`config.mk`:
```
export PLATFORM = sky130hd
export DESIGN_NAME = keypad_code_entry
export DESIGN_NICKNAME = d
export VERILOG_FILES = /design/src/rtl/keypad_pkg.sv /design/src/rtl/keypad_timer.sv /design/src/rtl/keypad_code_entry.sv
export SDC_FILE = /design/constraint.sdc
export NUM_CORES = 1
export LEC_CHECK = 0
export ABC_CLOCK_PERIOD_IN_PS = 5400
export CORE_MARGIN = 1.5
export CORE_UTILIZATION = 57
export CTS_BUF_LIST = sky130_fd_sc_hd__clkbuf_16
export DETAILED_ROUTE_END_ITERATION = 10
export PLACE_DENSITY = 0.95
export SLEW_MARGIN = 20
export SYNTH_ARGS = -nofsm -noshare
export SYNTH_HDL_FRONTEND = slang
export SYNTH_SLANG_ARGS = --single-unit
```
`constraint.sdc`:
```
create_clock -name clk -period 5.4 [get_ports clk]
set_clock_uncertainty 0.05 [all_clocks]
set_input_delay 1.08 -clock clk [delete_from_list [all_inputs] [get_ports clk]]
set_output_delay 1.08 -clock clk [all_outputs]
set_load 0.005 [all_outputs]
```
`src/rtl/keypad_pkg.sv`:
```
`default_nettype none
// ============================================================================
// Module      : keypad_pkg
// Description : Shared types and helpers for the keypad code-entry engine.
//               Holds the controller state encoding, the default control key
//               codes and the width helper for the shared hold/idle timer.
// Revision    : 1.0 - initial release
// ============================================================================
package keypad_pkg;

  // Controller states: explicit 2-bit encoding.
  typedef enum logic [1:0] {
    ST_IDLE    = 2'd0,
    ST_CAPTURE = 2'd1,
    ST_HOLD    = 2'd2,
    ST_WAIT    = 2'd3
  } state_t;

  // Default control key codes (resized to the key width at the top level).
  localparam int unsigned c_key_enter = 'hF;
  localparam int unsigned c_key_clear = 'hE;
  localparam int unsigned c_key_back  = 'hD;

  // Width of a down-counter that must be able to hold the larger of two
  // cycle counts.
  function automatic int cnt_width(input int a, input int b);
    int m;
    m = (a > b) ? a : b;
    return $clog2(m + 1);
  endfunction

endpackage : keypad_pkg
`default_nettype wire

```
`src/rtl/keypad_timer.sv`:
```
`default_nettype none
// ============================================================================
// Module      : keypad_timer
// Description : Loadable down-counter with a terminal-count indication.
//               A load always wins over counting. The counter stops at zero
//               and never wraps; done is high while enabled at zero.
// Ports       : clk, rst_n       - clock, asynchronous active-low reset
//               load, load_val   - reload request and reload value
//               en               - count enable
//               done             - enabled and count has reached zero
// Revision    : 1.0 - initial release
// ============================================================================
module keypad_timer #(
  parameter int WIDTH = 8
) (
  input  logic             clk,
  input  logic             rst_n,
  input  logic             load,
  input  logic [WIDTH-1:0] load_val,
  input  logic             en,
  output logic             done
);

  logic [WIDTH-1:0] r_count;

  always_ff @(posedge clk or negedge rst_n) begin
    if (!rst_n) begin
      r_count <= '0;
    end else if (load) begin
      r_count <= load_val;
    end else if (en && (r_count != '0)) begin
      r_count <= r_count - WIDTH'(1);
    end
  end

  assign done = en && (r_count == '0);

endmodule : keypad_timer
`default_nettype wire

```
`src/rtl/keypad_code_entry.sv`:
```
`default_nettype none
// ============================================================================
// Module      : keypad_code_entry
// Description : Keypad code-entry engine. Collects DIGITS key codes into a
//               shift register (newest digit in the LSBs), handles clear,
//               backspace and enter, enforces a hold-off after every key and
//               abandons an idle entry after TIMEOUT_CYCLES.
// Ports       : clk, rst_n        - clock, asynchronous active-low reset
//               key_pressed, key  - key event qualifier and key code
//               entry_out         - live digit buffer
//               code_out          - last submitted code
//               code_valid        - one-cycle strobe on code_out update
//               digit_count       - digits currently held
//               timeout           - one-cycle strobe on abandoned entry
//               busy              - controller is not idle
// Revision    : 1.0 - initial release
// ============================================================================
module keypad_code_entry
  import keypad_pkg::*;
#(
  parameter int               DIGITS         = 4,
  parameter int               KEY_W          = 4,
  parameter int               HOLD_CYCLES    = 64,
  parameter int               TIMEOUT_CYCLES = 3750,
  parameter bit               FULL_MODE      = 1'b0,
  parameter logic [KEY_W-1:0] KEY_ENTER      = KEY_W'(c_key_enter),
  parameter logic [KEY_W-1:0] KEY_CLEAR      = KEY_W'(c_key_clear),
  parameter logic [KEY_W-1:0] KEY_BACK       = KEY_W'(c_key_back)
) (
  input  logic                         clk,
  input  logic                         rst_n,
  input  logic                         key_pressed,
  input  logic [KEY_W-1:0]             key,
  output logic [DIGITS*KEY_W-1:0]      entry_out,
  output logic [DIGITS*KEY_W-1:0]      code_out,
  output logic                         code_valid,
  output logic [$clog2(DIGITS+1)-1:0]  digit_count,
  output logic                         timeout,
  output logic                         busy
);

  localparam int c_entry_w = DIGITS * KEY_W;
  localparam int c_dcnt_w  = $clog2(DIGITS + 1);
  localparam int c_tmr_w   = cnt_width(HOLD_CYCLES, TIMEOUT_CYCLES);

  // The timer counts down to zero inclusive, so N cycles load N-1.
  localparam logic [c_tmr_w-1:0] c_hold_load = c_tmr_w'(HOLD_CYCLES - 1);
  localparam logic [c_tmr_w-1:0] c_wait_load = c_tmr_w'(TIMEOUT_CYCLES - 1);
  localparam logic [c_dcnt_w-1:0] c_full_cnt = c_dcnt_w'(DIGITS);

  state_t                r_state, w_state_next;
  logic [KEY_W-1:0]      r_key_q;
  logic [c_entry_w-1:0]  r_entry, w_entry_next;
  logic [c_entry_w-1:0]  r_code, w_code_next;
  logic [c_dcnt_w-1:0]   r_count, w_count_next;
  logic                  r_code_valid, w_code_valid_next;
  logic                  r_timeout, w_timeout_next;
  logic                  w_key_load;
  logic                  w_tmr_load;
  logic [c_tmr_w-1:0]    w_tmr_val;
  logic                  w_tmr_en;
  logic                  w_tmr_done;
  logic                  w_full_shift;
  logic [c_entry_w-1:0]  w_shifted;

  // Behaviour of a digit arriving at a full buffer.
  generate
    if (FULL_MODE) begin : g_full_reject
      assign w_full_shift = 1'b0;
    end else begin : g_full_shift
      assign w_full_shift = 1'b1;
    end
  endgenerate

  // Buffer with the captured key appended as the newest digit.
  assign w_shifted = (r_entry << KEY_W) | c_entry_w'(r_key_q);

  // HOLD and WAIT never overlap, so one timer serves both.
  assign w_tmr_en = (r_state == ST_HOLD) || (r_state == ST_WAIT);

  keypad_timer #(
    .WIDTH (c_tmr_w)
  ) u_timer (
    .clk      (clk),
    .rst_n    (rst_n),
    .load     (w_tmr_load),
    .load_val (w_tmr_val),
    .en       (w_tmr_en),
    .done     (w_tmr_done)
  );

  always_ff @(posedge clk or negedge rst_n) begin
    if (!rst_n) begin
      r_state      <= ST_IDLE;
      r_key_q      <= '0;
      r_entry      <= '0;
      r_code       <= '0;
      r_count      <= '0;
      r_code_valid <= 1'b0;
      r_timeout    <= 1'b0;
    end else begin
      r_state      <= w_state_next;
      r_entry      <= w_entry_next;
      r_code       <= w_code_next;
      r_count      <= w_count_next;
      r_code_valid <= w_code_valid_next;
      r_timeout    <= w_timeout_next;
      if (w_key_load) begin
        r_key_q <= key;
      end
    end
  end

  always_comb begin
    w_state_next      = r_state;
    w_entry_next      = r_entry;
    w_code_next       = r_code;
    w_count_next      = r_count;
    w_code_valid_next = 1'b0;
    w_timeout_next    = 1'b0;
    w_key_load        = 1'b0;

    case (r_state)
      ST_IDLE: begin
        if (key_pressed) begin
          w_key_load   = 1'b1;
          w_state_next = ST_CAPTURE;
        end
      end

      ST_CAPTURE: begin
        w_state_next = ST_HOLD;
        if (r_key_q == KEY_ENTER) begin
          if (r_count != '0) begin
            w_code_next       = r_entry;
            w_code_valid_next = 1'b1;
            w_entry_next      = '0;
            w_count_next      = '0;
          end
        end else if (r_key_q == KEY_CLEAR) begin
          w_entry_next = '0;
          w_count_next = '0;
        end else if (r_key_q == KEY_BACK) begin
          if (r_count != '0) begin
            w_entry_next = r_entry >> KEY_W;
            w_count_next = r_count - c_dcnt_w'(1);
          end
        end else if (r_count < c_full_cnt) begin
          w_entry_next = w_shifted;
          w_count_next = r_count + c_dcnt_w'(1);
        end else if (w_full_shift) begin
          // Oldest digit falls off the top; count stays at DIGITS.
          w_entry_next = w_shifted;
        end
      end

      ST_HOLD: begin
        if (w_tmr_done) begin
          w_state_next = (r_count != '0) ? ST_WAIT : ST_IDLE;
        end
      end

      ST_WAIT: begin
        // A press on the last idle cycle still counts as activity.
        if (key_pressed) begin
          w_key_load   = 1'b1;
          w_state_next = ST_CAPTURE;
        end else if (w_tmr_done) begin
          w_timeout_next = 1'b1;
          w_entry_next   = '0;
          w_count_next   = '0;
          w_state_next   = ST_IDLE;
        end
      end

      default: begin
        w_state_next = ST_IDLE;
      end
    endcase
  end

  // Reload the timer on every state change with the budget of the new state.
  always_comb begin
    w_tmr_load = (w_state_next != r_state);
    w_tmr_val  = '0;
    if (w_state_next == ST_HOLD) begin
      w_tmr_val = c_hold_load;
    end else if (w_state_next == ST_WAIT) begin
      w_tmr_val = c_wait_load;
    end
  end

  assign entry_out   = r_entry;
  assign code_out    = r_code;
  assign code_valid  = r_code_valid;
  assign digit_count = r_count;
  assign timeout     = r_timeout;
  assign busy        = (r_state != ST_IDLE);

endmodule : keypad_code_entry
`default_nettype wire

```
==> results.cfg <==
[drt]
vias_per_cell = 5.79
detailroute.via_count = 2115
drc = 0
ant_nets = 0
highest_layer = met4
wl_met2_um = 3040
routed_wire_length_per_instance_um = 16.7
wl_met1_um = 2660
drt-pass1-iter-count = 4
drt_wl_total_um = 6080
first_iter_violations = 222
wl_met3_um = 328

[synthesis]
netlist_area_um2 = 2800
synthCells = 254
yosys_register_bits = 55
synth_common_cells = 55 x dfrtp_1, 31 x nand2_1, 22 x mux2_2
syn_area_per_cell_um2 = 11.0
yosys_warnings = 0
ys.flop_type = dfrtp_1
synth_top_area_cell = dfrtp_1
syn_nets = 270
async_flop_share_pct = 100
synth_edf_count = 0
synth-seq-area-share_pct = 49.2
synth_top_area_share_pct = 49.2
synth_cell_types = 49
synth.area.top_cells = dfrtp_1 49%, mux2_2 8.8%, nand2_1 4.2%
yosysMostFrequentCell = dfrtp_1

[hold_path]
hold_path_class = register to register
hold_start = code_out[2]

[cts]
post_cts_buffers = 0
cts.sink_count = 55
clk_pin_slew_ns = 0.07
ctsHoldBuffers = 0
htree_levels = 2
cts_root_buf = clkbuf_16
worstSkewPairLatency_ns = 0.29
cts_buffers = 5
cts_resized = 0
clockBufferDepth = 2
cts_tree = built

[die]
core_um2 = 4720
die_width_um = 73.1
io_pins = 45
fp.dieH_um = 73.1
die-area_um2 = 5340
fp-row-count = 25
start_util_pct = 59.3

[setup_path]
worstPathArrival_ns = 3.56
critPathKind = primary input to register
cp_max_fo = 12
startpoint = key_pressed
end_kind = register
crit_required_ns = 5.55
r2r_start = r_state[1]
cp-start-kind = primary input

[finish]
postLayoutCoreUtil_pct = 73.5
syn2layout_area_growth_pct = 23.9
antenna_cells = 0
fillCellCount = 302
layout-drive-gt1-share_pct = 15.4
layout.nets = 313
fin_area_um2 = 3470

[global_route]
grtUsageTotal_pct = 25.2
grt_first_pass_wirelength_um = 10100
grt_pass1_vias = 2024
antenna_found_initial = 0
grt_max_degree = 56
grt_overflow = 0

[power_and_ir_drop]
p_leak_uw = 0.00149
peakVddDrop_mv = 0.361
powerDensity_nw_per_um2 = 614

[timing]
max_freq_ghz = 0.294
fin_setup_tns_ns = 0
hold_viol = 0
period_minus_slack_ns = 3.40
period_share_pct = 63.0
rsz0062_at_grt = no
final-setup-viol-count = 0
worst_pin_slew_ns = 0.774
max_slew_margin_pct = 48.2
maxSlewViolCount = 0

[run_status]
status = finished, final reports clean

[placement]
placement.cell_area_um2 = 3300
portBuffers = 44
dp_hpwl_um = 4160
gp_congestion = 0.831

[flow_run]
max_cap_viol_count = 0
-- stage by stage --
step	hold slack [ns]	setup WS [ns]	power, uW	instances
2_1_floorplan	0.455	2.86	1370	254
3_3_place_gp	0.438	2.01	1690	357
3_5_place_dp	0.445	1.89	1750	357
4_1_cts	0.461	2.06	2130	365
5_1_grt	0.469	1.82	2280	365
6_report	0.456	2.00	2130	365
-- cell families (layout without fill, tap and decap cells) --
| logic type | Yosys count | after routing | share of synthesized area [%] |
|---|---|---|---|
| compound gates | 53 | 53 | 13.5 |
| xor+xnor | 12 | 12 | 3.75 |
| fa+ha+maj | 9 | 9 | 4.29 |
| buf+inv | 21 | 65 | 2.86 |
| flops | 55 | 55 | 49.2 |
| mux | 32 | 32 | 12.4 |
| simple gates | 72 | 72 | 14.0 |
-- layer usage --
metal / global-route usage (%) / vias up
met2: 40.5 / 81
met5: 0 / -
met4: 7.34 / 0
li1: - / 995
met1: 34.6 / 1035
met3: 5.39 / 4
-- power breakdown --
group / internal [uW] / leakage, uW / switching [uW]
Clock: 219 / 0.0000856 / 144
Sequential: 575 / 0.000721 / 188
Combinational: 487 / 0.000680 / 519
-- worst paths after layout --
path	cells past startpoint	slack, ns	end
setup / recovery	7	2.00	u_timer.r_count[10]
hold / removal	1	0.46	code_out[2]
setup reg to reg	8	2.63	u_timer.r_count[10]
hold reg to reg	1	0.46	code_out[2]
max in group asynchronous	2	3.98	entry_out[3]
min in group asynchronous	2	0.85	u_timer.r_count[2]
-- worst max-delay path: stages --
cell,delay (ns)
clkdlybuf4s50_1,0.55
nand2b_1,0.27
a311oi_1,0.39
o31ai_1,0.17
a211oi_2,0.66
inv_1,0.22
o21ai_0,0.21
-- placed cells by master (no fill, tap or decap), drive strengths merged, types with 2 or more instances in the layout --
cell type and count:
nand2 31, inv 13, clkbuf 5, o211ai 4
a31oi 2, nand2b 2, or2 2, xor2 6
mux2i 10, nor2 11, a21oi 10, a211oi 2
nor4 3, dfrtp 55, nor3b 2, a2bb2oi 2
clkdlybuf4s50 43, nand4 2, o21ai 15, nor3 5
xnor2 6, mux2 22, o31ai 10, nand3 5
nor2b 2, a41oi 2, buf 3, ha 8
or4 2
-- flip-flops by register name (all words and copies together), names as in the netlist --
name             cells
code_out            16
code_valid           1
digit_count          3
entry_out           16
r_key_q              4
r_state              2
timeout              1
u_timer.r_count     12
-- layout make-up --
class	count	area, um^2	share of cell area [%]
repair buffers	46	450	13.0
multi-input cells	178	1350	38.9
inverters	11	41.3	1.19
clock buffers	5	125	3.60
well taps	67	83.8	2.42
flip-flops and latches	55	1380	39.7
clock inverters	3	42.5	1.23
Power figures use the tool's default switching activity.
